==> config.mk <==
export PLATFORM = sky130hd
export DESIGN_NAME = if_fetch_unit
export DESIGN_NICKNAME = d
export VERILOG_FILES = /design/src/rtl/if_fetch_unit.sv
export SDC_FILE = /design/constraint.sdc
export NUM_CORES = 1
export LEC_CHECK = 0
export CAP_MARGIN = 10
export CORE_MARGIN = 10
export CORE_UTILIZATION = 49
export CTS_BUF_LIST = sky130_fd_sc_hd__clkbuf_4
export DETAILED_ROUTE_END_ITERATION = 8
export GPL_TIMING_DRIVEN = 0
export PLACE_DENSITY = 0.85
export SYNTH_ARGS = -nofsm -noshare
export SYNTH_HDL_FRONTEND = slang
export SYNTH_SLANG_ARGS = --single-unit
==> constraint.sdc <==
create_clock -name clk -period 2.8 [get_ports clk]
set_input_delay 0.56 -clock clk [delete_from_list [all_inputs] [get_ports clk]]
set_output_delay 0.56 -clock clk [all_outputs]
set_load 0.005 [all_outputs]
==> src/rtl/if_fetch_unit.sv <==
// Instruction-fetch front end: owns the PC, fetches over a req/ack bus and
// presents if_pc/if_inst to the IF/ID register, with a skid buffer for stalls.
module if_fetch_unit #(
  parameter logic [31:0] RESET_PC = 32'h0000_0000,
  parameter int          DATA_W   = 32
) (
  input  logic              clk,
  input  logic              rst,
  input  logic [5:0]        stall,
  input  logic              flush,
  input  logic [31:0]       new_pc,
  input  logic              branch_flag_i,
  input  logic [31:0]       branch_target_i,
  output logic              ibus_req,
  output logic [31:0]       ibus_addr,
  input  logic [DATA_W-1:0] ibus_rdata,
  input  logic              ibus_ack,
  output logic              ce,
  output logic [31:0]       if_pc,
  output logic [DATA_W-1:0] if_inst,
  output logic              stallreq_from_if
);

  typedef enum logic [1:0] {S_IDLE, S_BUSY, S_HOLD, S_DROP} state_t;

  state_t            state, state_nx;
  logic [31:0]       pc, pc_nx;
  logic [31:0]       addr_q, addr_nx;
  logic [DATA_W-1:0] inst_buf, buf_nx;
  logic [31:0]       next_pc_raw, next_pc, flush_pc;
  logic              unused_stall;

  // Only the PC-hold bit matters here; the other bits belong to later stages.
  assign unused_stall = ^stall[5:1];

  assign next_pc_raw = branch_flag_i ? branch_target_i : pc + 32'd4;
  assign next_pc     = {next_pc_raw[31:2], 2'b00};
  assign flush_pc    = {new_pc[31:2], 2'b00};
  assign ibus_addr   = addr_q;

  always_comb begin
    state_nx         = state;
    pc_nx            = pc;
    addr_nx          = addr_q;
    buf_nx           = inst_buf;
    ibus_req         = 1'b0;
    ce               = 1'b1;
    if_pc            = '0;
    if_inst          = '0;
    stallreq_from_if = 1'b0;
    case (state)
      S_IDLE: begin
        ce       = 1'b0;
        state_nx = S_BUSY;
        if (flush) begin
          pc_nx   = flush_pc;
          addr_nx = flush_pc;
        end else begin
          addr_nx = pc;
        end
      end
      S_BUSY: begin
        ibus_req = 1'b1;
        if (ibus_ack) begin
          if_inst = ibus_rdata;
          if_pc   = pc;
          if (flush) begin
            pc_nx   = flush_pc;
            addr_nx = flush_pc;
          end else if (!stall[0]) begin
            pc_nx   = next_pc;
            addr_nx = next_pc;
          end else begin
            buf_nx   = ibus_rdata;
            state_nx = S_HOLD;
          end
        end else begin
          stallreq_from_if = 1'b1;
          // Address must stay put until the slave acks; remember the target only.
          if (flush) begin
            pc_nx    = flush_pc;
            state_nx = S_DROP;
          end
        end
      end
      S_HOLD: begin
        if_inst = inst_buf;
        if_pc   = pc;
        if (flush) begin
          pc_nx    = flush_pc;
          addr_nx  = flush_pc;
          state_nx = S_BUSY;
        end else if (!stall[0]) begin
          pc_nx    = next_pc;
          addr_nx  = next_pc;
          state_nx = S_BUSY;
        end
      end
      S_DROP: begin
        ibus_req         = 1'b1;
        stallreq_from_if = 1'b1;
        if (ibus_ack) begin
          state_nx = S_BUSY;
          if (flush) begin
            pc_nx   = flush_pc;
            addr_nx = flush_pc;
          end else begin
            addr_nx = pc;
          end
        end else if (flush) begin
          pc_nx = flush_pc;
        end
      end
      default: state_nx = S_IDLE;
    endcase
  end

  always_ff @(posedge clk) begin
    if (rst) begin
      state    <= S_IDLE;
      pc       <= {RESET_PC[31:2], 2'b00};
      addr_q   <= {RESET_PC[31:2], 2'b00};
      inst_buf <= '0;
    end else begin
      state    <= state_nx;
      pc       <= pc_nx;
      addr_q   <= addr_nx;
      inst_buf <= buf_nx;
    end
  end

endmodule

==> impl_summary.txt <==
----------------------------------------------------
[Critical path]
  Category of the most critical setup path ... flop to output port
  Setup crit end kind ... output port
  Cell breakdown of the critical path ... inv_2 > ha_1 > buf_6 > clkinv_8 > nor2_4 > buf_12 > buf_6 > clkbuf_16 > and2_4 > buf_6
  Required time at the endpoint of the critical path ... 2240 ps
  Cell family with the largest share of critical-path delay ... buffers and inverters
  Worst Path Arrival ... 2250 ps
  Most prevalent standard cell on the critical path ... sky130_fd_sc_hd__buf_6
  Worst stage delay on the critical path ... 400 ps
  Buffer and inverter count on the worst path ... 7
  Critical path's slowest cell ... sky130_fd_sc_hd__dfxtp_4
  Highest net fanout along the worst path ... 9
  Critical Path Source Type ... flop

[Placed design]
  Half-perimeter wire length after detailed placement ... 22400 um
  I/O Buffers ... 193
  Placer congestion estimate ... 1.01
  Setup Slack @ Placement ... -985 ps

[Synth]
  Count leader, synth ... sky130_fd_sc_hd__nand2_1
  Area contributors post-synth ... sky130_fd_sc_hd__dfxtp_1, sky130_fd_sc_hd__nand2_1, sky130_fd_sc_hd__nor2_1, sky130_fd_sc_hd__a21oi_1, sky130_fd_sc_hd__a22oi_1
  Library cells used by synthesis ... 79
  Warnings, synthesis ... 0
  Average cell area after synthesis ... 7.21 sq um
  Synthesized netlist cell count ... 910
  Area share of the largest cell type after synthesis ... 29.9%
  Synthesized netlist net count ... 1022
  Post-synthesis register bit count ... 98
  Share of synthesized flip-flops with an asynchronous set or reset ... 0%
  Netlist area before placement ... 6560 sq um
  Flip-flop cell with the highest count after synthesis ... sky130_fd_sc_hd__dfxtp_1
  Portion of the post-synthesis area used by sequential elements ... 29.9%
  Commonest cells in the netlist ... sky130_fd_sc_hd__nand2_1, sky130_fd_sc_hd__nor2_1, sky130_fd_sc_hd__dfxtp_1, sky130_fd_sc_hd__a21oi_1, sky130_fd_sc_hd__clkbuf_1
  Number of enable flip-flop cells after synthesis ... 0
  Most area-hungry cell type in the Yosys netlist ... sky130_fd_sc_hd__dfxtp_1

[STA]
  RSZ-0062 raised after global routing ... yes
  Final setup violating endpoints ... 5
  Clock skew after layout ... 21.5 ps
  Worst Tran Pin Value ... 1210 ps
  Worst rel slew slack ... 18.3%
  Fraction of the cycle the final worst path needs ... 100%
  Final Hold Fails ... 0
  Fmax ... 356 MHz
  Crit path setup slack, layout ... -7.91 ps
  Total negative slack ... -26.4 ps
  Min cycle time layout ... 2810 ps
  Fin. max-slew vios ... 0

[Status]
  Status ... finished, violations left
  Violated checks ... negative setup slack

[Global route]
  Global-route wire length before repair ... 46800 um
  Antenna violations before repair ... 1
  Tot GR Track Use ... 32.7%
  Overall overflow remaining after global route ... 0
  Largest net degree at the start of global routing ... 16
  Via count of the first global-routing pass ... 7980

[Pwr]
  Switching component of the power ... 1750 uW
  Leak ... 0.00359 uW
  Proportion of power drawn by the clock network ... 19.2%
  Combinational cell fraction of total power ... 43.1%
  Sequential group share of total power ... 37.7%
  Total power divided by cell area ... 478 nW/um^2
  VDD IR-drop max ... 352 uV
  Internal power ... 2590 uW
  Net switching share of the total power ... 40.4%

[Cells and area]
  Fraction of layout instances using a drive strength above 1 ... 13.7%
  Fill count ... 1166
  Layout Area Growth over Synthesis ... 38.3%
  Post-layout util ... 68.8%
  Nets@finish ... 1240

[Clock network]
  CTS clk-pin slew, worst paths ... 150 ps
  # clock sinks ... 98
  Clock tree from TritonCTS ... built
  H-tree Lvls ... 3
  Buffer depth of the longest clock path ... 2
  CTS root buf ... sky130_fd_sc_hd__clkbuf_4
  Clock latency of the later-clocked register in the worst-skew pair ... 520 ps
  CTS Buf Count ... 9

[Die]
  IO Count ... 206
  Die footprint ... 18400 sq um
  Starting density of the core ... 49.7%
  Die Y ... 136 um
  Die width ... 136 um
  Core Region ... 13200 sq um
  Row count ... 42

[Route]
  TritonRoute pass-1 iters ... 6
  DRC errors left ... 0
  Total via count after detailed routing ... 8550
  Final routed wire length divided by cell count ... 24.2 um
  DRT antenna net count ... 0
  Final WL ... 31700 um
  Drt initial violations ... 1461
  Routed via count divided by cell count ... 6.53

[Flow run]
  Number of max-cap violations ... 0

[Worst hold path]
  Type of the most critical hold path ... flop to flop

----------------------------------------------------
==> cell families (layout without fill, tap and decap cells) <==
family	Yosys count	count (layout)	share of synthesized area, %
buffers and inverters	103	325	6.37
AO/OA/AOI/OAI	293	293	30.1
other	0	1	0
XOR/XNOR	15	15	2.00
flip-flops	98	98	29.9
multiplexers	17	17	2.75
adder cells (fa/ha/maj)	5	5	0.953
AND/OR/NAND/NOR	379	379	27.9
==> worst register-to-register path, delay by kind of cell (launching register included) <==
family | cells | cell delay (ps)
buffers and inverters | 5 | 1520
AOI/OAI and AO/OA | 2 | 430
DFF | 1 | 400
adders and majority gates | 1 | 300
and+or+nand+nor | 1 | 50
==> registers in the layout, indices dropped and copies added (netlist names) <==
name / flops
inst_buf: 32
state: 2
ibus_addr: 32
pc: 32
==> routing by layer <==
layer  wire [um]  vias up  part of all wire [%]  track usage (%)
met5           0        -                     0                0
li1            -     3715                     -                -
met4        1750        0                   5.5             14.6
met3        4520      156                    14             10.3
met2       13600      732                    43             49.8
met1       11800     3947                    37             41.4
==> through the flow <==
stage	hold slack, ps	total power [uW]	cell area [sq um]	instances
after floorplan	437	2500	6560	910
after global placement	442	3280	8710	1279
after detailed placement	447	3290	8710	1279
after CTS	466	4220	9030	1306
after global routing	485	4470	9070	1309
final	465	4340	9070	1309
==> cells in the final DEF, fill, tap and decap left out, drive strengths merged, types with 14 or more instances in the layout <==
master,n
a21oi,78
nand2,142
inv,19
clkdlybuf4s50,127
dfxtp,98
a22oi,42
o21ai,46
a211oi,19
nor3,21
a31oi,14
buf,78
nand3,20
nor2,110
clkbuf,64
o211ai,14
and2,36
dlygate4sd2,27
==> path summary, 6_finish.rpt <==
kind	from	to	slack, ps	cells after the start
worst max register to register	state[0]	ibus_addr[10]	20	9
worst min register to register	inst_buf[7]	inst_buf[7]	470	2
worst max-delay path	state[0]	if_pc[12]	-8	10
worst min-delay path	inst_buf[7]	inst_buf[7]	470	2
==> area by class of cell <==
| type | instances | area [sq um] | area share (%) |
|---|---|---|---|
| Timing Repair Buffer | 209 | 1940 | 21.3 |
| Antenna cell | 1 | 2.50 | 0.0276 |
| Clock buffer | 11 | 82.6 | 0.910 |
| Tap cell | 176 | 220 | 2.43 |
| Clock inverter | 4 | 52.6 | 0.579 |
| Sequential cell | 98 | 1970 | 21.7 |
| Buffer | 82 | 458 | 5.05 |
| Inverter | 19 | 83.8 | 0.924 |
| Multi-Input combinational cell | 709 | 4270 | 47.1 |
==> power by group through the flow <==
stage	registers [uW]	logic, uW	clock network, uW
floorplan	1640	858	0
CTS	1630	1770	820
detailed placement	1660	1630	0
finish	1640	1870	834
global placement	1650	1630	0
global route	1650	1950	869
==> repair_timing <==
| action | CTS | global route |
|---|---|---|
| pin swaps | 3 | 2 |
| buffers inserted | 10 | 3 |
| gates resized for setup | 226 | 24 |
| setup endpoints to repair | 75 | 75 |
| hold buffers | 0 | 0 |
| gates cloned | 3 | 0 |
Note: power is estimated with default switching activity, not from simulation.
